--- config.mk ---
export PLATFORM = sky130hd
export DESIGN_NAME = instr_fetch_flat
export DESIGN_NICKNAME = d
export VERILOG_FILES = /design/src/rtl/instr_fetch_if.sv /design/src/rtl/instr_fetch.sv /design/src/flat_wrapper.sv
export SDC_FILE = /design/constraint.sdc
export NUM_CORES = 1
export LEC_CHECK = 0
export CAP_MARGIN = 20
export CORE_AREA = 2 2 86 97
export CTS_BUF_LIST = sky130_fd_sc_hd__clkbuf_16
export CTS_CLUSTER_DIAMETER = 150
export DETAILED_ROUTE_END_ITERATION = 16
export DIE_AREA = 0 0 88 99
export GPL_TIMING_DRIVEN = 0
export MAX_ROUTING_LAYER = met4
export PLACE_DENSITY = 0.85
export SLEW_MARGIN = 30
export SYNTH_ARGS = -nofsm -noshare
export SYNTH_HDL_FRONTEND = slang
export SYNTH_SLANG_ARGS = --single-unit
--- constraint.sdc ---
create_clock -name i_clk -period 2.2 [get_ports i_clk]
set_input_delay 0.33 -clock i_clk [delete_from_list [all_inputs] [get_ports i_clk]]
set_output_delay 0.33 -clock i_clk [all_outputs]
set_load 0.02 [all_outputs]
--- src/rtl/instr_fetch_if.sv ---
// Fetch-stage bus: ROM address/data on one side, valid/ready word stream and
// PC redirect on the other. The master modport belongs to the fetch stage.
interface instr_fetch_if #(
  parameter int ADDR_WIDTH = 10,
  parameter int DATA_WIDTH = 16
);
  logic [ADDR_WIDTH-1:0] o_rom_addr;
  logic [DATA_WIDTH-1:0] i_rom_data;
  logic                  i_redirect;
  logic [ADDR_WIDTH-1:0] i_redirect_pc;
  logic                  o_valid;
  logic                  i_ready;
  logic [DATA_WIDTH-1:0] o_instr;
  logic [ADDR_WIDTH-1:0] o_pc;

  modport master (
    output o_rom_addr, o_valid, o_instr, o_pc,
    input  i_rom_data, i_redirect, i_redirect_pc, i_ready
  );

  modport slave (
    input  o_rom_addr, o_valid, o_instr, o_pc,
    output i_rom_data, i_redirect, i_redirect_pc, i_ready
  );
endinterface

--- src/rtl/instr_fetch.sv ---
// Instruction fetch: issues ROM reads, absorbs the 1-cycle ROM latency and
// buffers {pc, instr} in a 2-entry head/tail FIFO toward decode.
module instr_fetch #(
  parameter int                    ADDR_WIDTH = 10,
  parameter int                    DATA_WIDTH = 16,
  parameter logic [ADDR_WIDTH-1:0] RESET_PC   = '0
) (
  input  logic          i_clk,
  input  logic          i_rst_n,
  instr_fetch_if.master bus
);

  typedef struct packed {
    logic [ADDR_WIDTH-1:0] pc;
    logic [DATA_WIDTH-1:0] instr;
  } entry_t;

  localparam logic [ADDR_WIDTH-1:0] PC_STEP = ADDR_WIDTH'(1);

  logic [ADDR_WIDTH-1:0] fetch_pc, inflight_pc;
  logic                  inflight;
  logic [1:0]            count;
  entry_t                head, tail, land;
  logic                  pop, push, issue;
  logic [2:0]            occ;

  assign bus.o_rom_addr = bus.i_redirect ? bus.i_redirect_pc : fetch_pc;

  assign pop   = (count != 2'd0) & bus.i_ready & ~bus.i_redirect;
  assign push  = inflight & ~bus.i_redirect;
  // Occupancy after this cycle's pop plus the word still in the ROM pipe;
  // only issue when that word is guaranteed a free slot.
  assign occ   = {1'b0, count} - {2'b0, pop} + {2'b0, inflight};
  assign issue = bus.i_redirect | (occ < 3'd2);
  assign land  = '{pc: inflight_pc, instr: bus.i_rom_data};

  always_ff @(posedge i_clk or negedge i_rst_n) begin
    if (!i_rst_n) begin
      fetch_pc    <= RESET_PC;
      inflight    <= 1'b0;
      inflight_pc <= '0;
      count       <= 2'd0;
      head        <= '0;
      tail        <= '0;
    end else begin
      inflight <= issue;
      if (issue) begin
        inflight_pc <= bus.o_rom_addr;
        fetch_pc    <= bus.o_rom_addr + PC_STEP;
      end

      if (bus.i_redirect) count <= 2'd0;
      else                count <= count + {1'b0, push} - {1'b0, pop};

      // Head stays put when the FIFO drains so o_pc/o_instr hold their last value.
      if (pop) begin
        if (count == 2'd2)  head <= tail;
        else if (push)      head <= land;
        if (count == 2'd2 && push) tail <= land;
      end else if (push) begin
        if (count == 2'd0)  head <= land;
        else                tail <= land;
      end
    end
  end

  assign bus.o_valid = (count != 2'd0);
  assign bus.o_instr = head.instr;
  assign bus.o_pc    = head.pc;

endmodule

--- src/flat_wrapper.sv ---
// flat-port wrapper written by rule: the top's interface ports become plain ports
module instr_fetch_flat 
#(
  parameter int                    ADDR_WIDTH = 10,
  parameter int                    DATA_WIDTH = 16,
  parameter logic [ADDR_WIDTH-1:0] RESET_PC   = '0
)
  (i_clk, i_rst_n, bus_o_rom_addr, bus_o_valid, bus_o_instr, bus_o_pc, bus_i_rom_data, bus_i_redirect, bus_i_redirect_pc, bus_i_ready);
  instr_fetch_if #(.ADDR_WIDTH(ADDR_WIDTH), .DATA_WIDTH(DATA_WIDTH)) bus_i ();
  input  logic i_clk;
  input  logic i_rst_n;
  output wire logic [$bits(bus_i.o_rom_addr)-1:0] bus_o_rom_addr;
  output wire logic [$bits(bus_i.o_valid)-1:0] bus_o_valid;
  output wire logic [$bits(bus_i.o_instr)-1:0] bus_o_instr;
  output wire logic [$bits(bus_i.o_pc)-1:0] bus_o_pc;
  input wire logic [$bits(bus_i.i_rom_data)-1:0] bus_i_rom_data;
  input wire logic [$bits(bus_i.i_redirect)-1:0] bus_i_redirect;
  input wire logic [$bits(bus_i.i_redirect_pc)-1:0] bus_i_redirect_pc;
  input wire logic [$bits(bus_i.i_ready)-1:0] bus_i_ready;
  assign bus_o_rom_addr = bus_i.o_rom_addr;
  assign bus_o_valid = bus_i.o_valid;
  assign bus_o_instr = bus_i.o_instr;
  assign bus_o_pc = bus_i.o_pc;
  assign bus_i.i_rom_data = bus_i_rom_data;
  assign bus_i.i_redirect = bus_i_redirect;
  assign bus_i.i_redirect_pc = bus_i_redirect_pc;
  assign bus_i.i_ready = bus_i_ready;
  instr_fetch #(.ADDR_WIDTH(ADDR_WIDTH), .DATA_WIDTH(DATA_WIDTH), .RESET_PC(RESET_PC)) u_core (.i_clk(i_clk), .i_rst_n(i_rst_n), .bus(bus_i));
endmodule
==> results.env <==
RUN_STATUS='finished clean'
WORSTPATHREQUIRED_NS=1.87
SYNTH_CELL_TYPE_COUNT=39
PER_INSTANCE_AVERAGE_AREA_AFTER_SYNTHESIS_SQ_UM=12.8
GRT_ANTENNA_BEFORE_REPAIR=0
GRT_FIRST_PASS_WIRELENGTH_UM=12200
FIN_WORST_SKEW_NS=0.00654
TIMING.CRITICAL_PATH.SLOWEST_STAGE_CELL='clkdlybuf4s50_1'
STARTING_UTILIZATION_OF_THE_CORE_AREA_PCT=46.1
CRITPATHARRIVALTIME_NS=1.80
CLOCKPOWERSHARE_PCT=21.1
ANTENNADIODECOUNT=0
CTS.PATH.MAX_BUFFERS=2
REPORT.FINAL.HOLD_VIOL_COUNT=0
MULTI_INPUT_COMB_AREA_SQ_UM=1610
GRT_UTIL_MET2_PCT=31.5
ROUTABILITYCONGESTION=0.864
PLACE.PORT_BUFFERS=66
DRV_CAP=0
TRITONCTS_NUM_SINKS=75
SYN-CELL-AREA_SQ_UM=3550
FLOORPLAN.DIE_AREA_SQ_UM=8710
DRT_PASS1_ITERATIONS=5
TRITONCTS='built'
PWR-SHARE-SEQ_PCT=35.2
FILLCELLCOUNT=614
TRITONCTS.NUM_BUFFERS=9
COMB_POWER_SHARE_PCT=43.7
PLACEMENT_ROWS=34
SYNTH-MAIN-FF-CELL='dfrtp_1'
LAYOUT-DRIVE-GT1-SHARE_PCT=34.0
TIMING.CRITICAL_PATH.FROM_TYPE='input pin'
POST_SYNTHESIS_INSTANCE_TOTAL=277
WL_UM=7530
FIN_CELLS=470
GRT.MET3_USAGE_PCT=3.35
SYN2LAYOUT_AREA_GROWTH_PCT=33.4
RSZ0062_AT_GRT='false'
SYNTH.AREA.TOP_CELLS='dfrtp_1 (53%), mux2_2 (26%), nor2_1 (3.2%), xnor2_1 (2.0%), a21oi_1 (1.5%)'
WORST_R2R_SETUP_SLACK_NS=0.13
MAXSLEWVIOLCOUNT=0
WORST_HOLD_SLACK_NS=0.475
POSTSYNTHREGISTERBITS=75
CLK_LATENCY_WORST_SKEW_PAIR_NS=0.33
HOLD_CLASS='register to register'
LEADING_CELL_TYPES_IN_THE_LAYOUT_FILL_AND_TAPS_EXCLUDED='mux2_2 (82), dfrtp_1 (73), clkdlybuf4s50_1 (63)'
GRT_PASS1_VIAS=2610
P_PER_AREA_nW_PER_UM2=1520
GROUTE.LAYER.MET1.USAGE_PCT=21.8
LAYOUT_WORST_PATH_CYCLE_SHARE_PCT=97.0
SYNTH.NET_COUNT=311
PLACE.DETAILED.INSTANCES=452
CRITICAL-PATH-MAX-STAGE-DELAY_NS=0.56
CELLINTERNALPOWER_mW=4.75
END_KIND='output pin'
POST-SYNTH-TOP-AREA-FRACTION_PCT=52.8
GLOBAL_ROUTE.OVERFLOW_TOTAL=0
CRIT_FAMILY='buffers and inverters'
SEQ_AREA_SQ_UM=1880
FINALSETUPVIOLCOUNT=0
NETSWITCHINGFRACTION_PCT=34.2
WORST_SLEW_MARGIN_REL_PCT=66.2
FINISH.NET_COUNT=391
DIE_Y_UM=99
TOP_USAGE_LAYER='met2'
WORST_SETUP_HOLD_PATH_CLK_SLEW_NS=0.05
IOS=67
WORSTPATHCELLLIST='clkdlybuf4s15_2 > buf_4 > mux2_2 > clkdlybuf4s50_1'
LAYOUT.CELLS.MOST_COMMON='mux2_2'
SYNTH_WARNINGS=0
VIAS=2423
IR_WORST_VDD_mV=0.723
CRIT_FANOUT=10
P_LEAK_nW=1.97
WORST_PIN_SLEW_NS=0.508
ASYNC_FLOP_SHARE_PCT=100
SWITCHINGPOWER_mW=2.47
DETAIL_ROUTE.DRC_VIOLATIONS=0
DIE_WIDTH_UM=88
WL_PER_CELL_UM=16.0
PLACEABLE_CORE_REGION_SQ_UM=7700
PLACE_HPWL_UM=5160
DRT_VIA_DENSITY=5.16
CRIT_TYPE='input pin to output pin'
ANT_NETS_AFTER_ROUTE=0
TIMING.FMAX_MHz=468
GRT_MAX_DEGREE=39
FINAL_CORE_UTILIZATION_PCT=61.6
INITIALDRTVIOLATIONCOUNT=55
CTS_ROOT_BUFFER='clkbuf_16'
NUMBER_OF_FLOPS_MAPPED_TO_ENABLE_CELLS_BY_YOSYS=0
MIN_PERIOD_NS=2.13
CRITPATHBUFINV=3
NETLIST.TOP_CELL.BY_AREA='dfrtp_1'
TRACK_USAGE_PCT=18.8
CLOCK_TREE.HTREE_LEVEL_COUNT=3
SYNTH-SEQ-AREA-SHARE_PCT=52.8
-- timing repair --
action	in CTS	in global routing
endpoints found under the hold margin	33	0
hold buffers	1	0
resized for setup	11	4
setup endpoints to repair	31	5
buffers inserted	1	0
pin swaps	1	0
-- area by class of cell --
cell class | instances | area share, %
plain buffers | 11 | 1.77
clock buffers | 9 | 4.75
clock inverters | 7 | 1.79
inverters | 7 | 0.554
multi-input cells | 184 | 34.0
flip-flops and latches | 75 | 39.6
well taps | 108 | 2.85
repair buffers | 69 | 14.7
-- logic make-up (layout without fill, tap and decap cells) --
kind of cell / Yosys count / in the layout / synth area share, %
multiplexers: 88 / 88 / 27.8
flip-flops: 75 / 75 / 52.8
AND/OR/NAND/NOR: 58 / 58 / 8.10
AO/OA/AOI/OAI: 25 / 25 / 4.54
buffers and inverters: 18 / 103 / 2.92
XOR/XNOR: 9 / 9 / 2.22
adder cells (fa/ha/maj): 4 / 4 / 1.62
-- stage by stage --
stage               total power, mW  worst slack, ns  cell area, sq um  TNS [ns]
floorplan                      4.46            0.117              3550         0
global placement               5.48            -1.73              4350   -151.48
detailed placement             5.62           -0.832              4370    -24.24
CTS                            7.25           0.0362              4720         0
global route                   7.65          0.00345              4740         0
finish                         7.22           0.0655              4740         0
-- final timing paths --
kind	cells after the start	from	to
worst max-delay path	4	bus_i_redirect	bus_o_rom_addr[2]
worst min-delay path	2	u_core.fetch_pc[8]	u_core.fetch_pc[8]
worst max register to register	9	u_core.count[1]	u_core.inflight_pc[3]
worst min register to register	2	u_core.fetch_pc[8]	u_core.fetch_pc[8]
max in group asynchronous	3	i_rst_n	u_core.tail[21]
min in group asynchronous	2	i_rst_n	u_core.tail[1]
-- synth_stat cells (2+ instances only) --
cell type / instances
nor2b_1: 2
nand3_1: 3
o31ai_1: 3
mux2i_1: 3
nor2_1: 30
buf_4: 2
buf_6: 3
buf_2: 5
o21ai_0: 2
nand4_1: 2
mux2_2: 82
nand4b_1: 2
mux2_1: 3
a21oi_1: 11
inv_1: 6
nand2_1: 11
dfrtp_1: 75
ha_1: 3
xnor2_1: 8
a21oi_2: 2
-- power groups by stage --
stage | Sequential, mW | Combinational (mW) | Clock (mW)
2_1_floorplan | 2.75 | 1.71 | 0
3_3_place_gp | 2.49 | 2.99 | 0
3_5_place_dp | 2.53 | 3.09 | 0
4_1_cts | 2.53 | 3.18 | 1.54
5_1_grt | 2.62 | 3.42 | 1.60
6_report | 2.54 | 3.16 | 1.52
-- routing by layer --
| metal | up-vias | part of all wire (%) |
|---|---|---|
| met4 | 0 | 2.2 |
| met3 | 16 | 4.0 |
| met5 | - | 0 |
| met1 | 1204 | 42 |
| met2 | 64 | 51 |
| li1 | 1139 | - |
-- sequential cells by signal, summed over array words and instances, names as in the netlist --
register	cells
u_core.bus.o_instr	16
u_core.bus.o_pc	10
u_core.count	2
u_core.fetch_pc	10
u_core.inflight	1
u_core.inflight_pc	10
u_core.tail	26
-- worst min-delay path: cells and delay by family (launching register included) --
family / cells / cell delay [ns]
compound gates: 1 / 0.06
flops: 1 / 0.33
simple gates: 1 / 0.05
No activity file was read; power rests on OpenSTA's default activity.
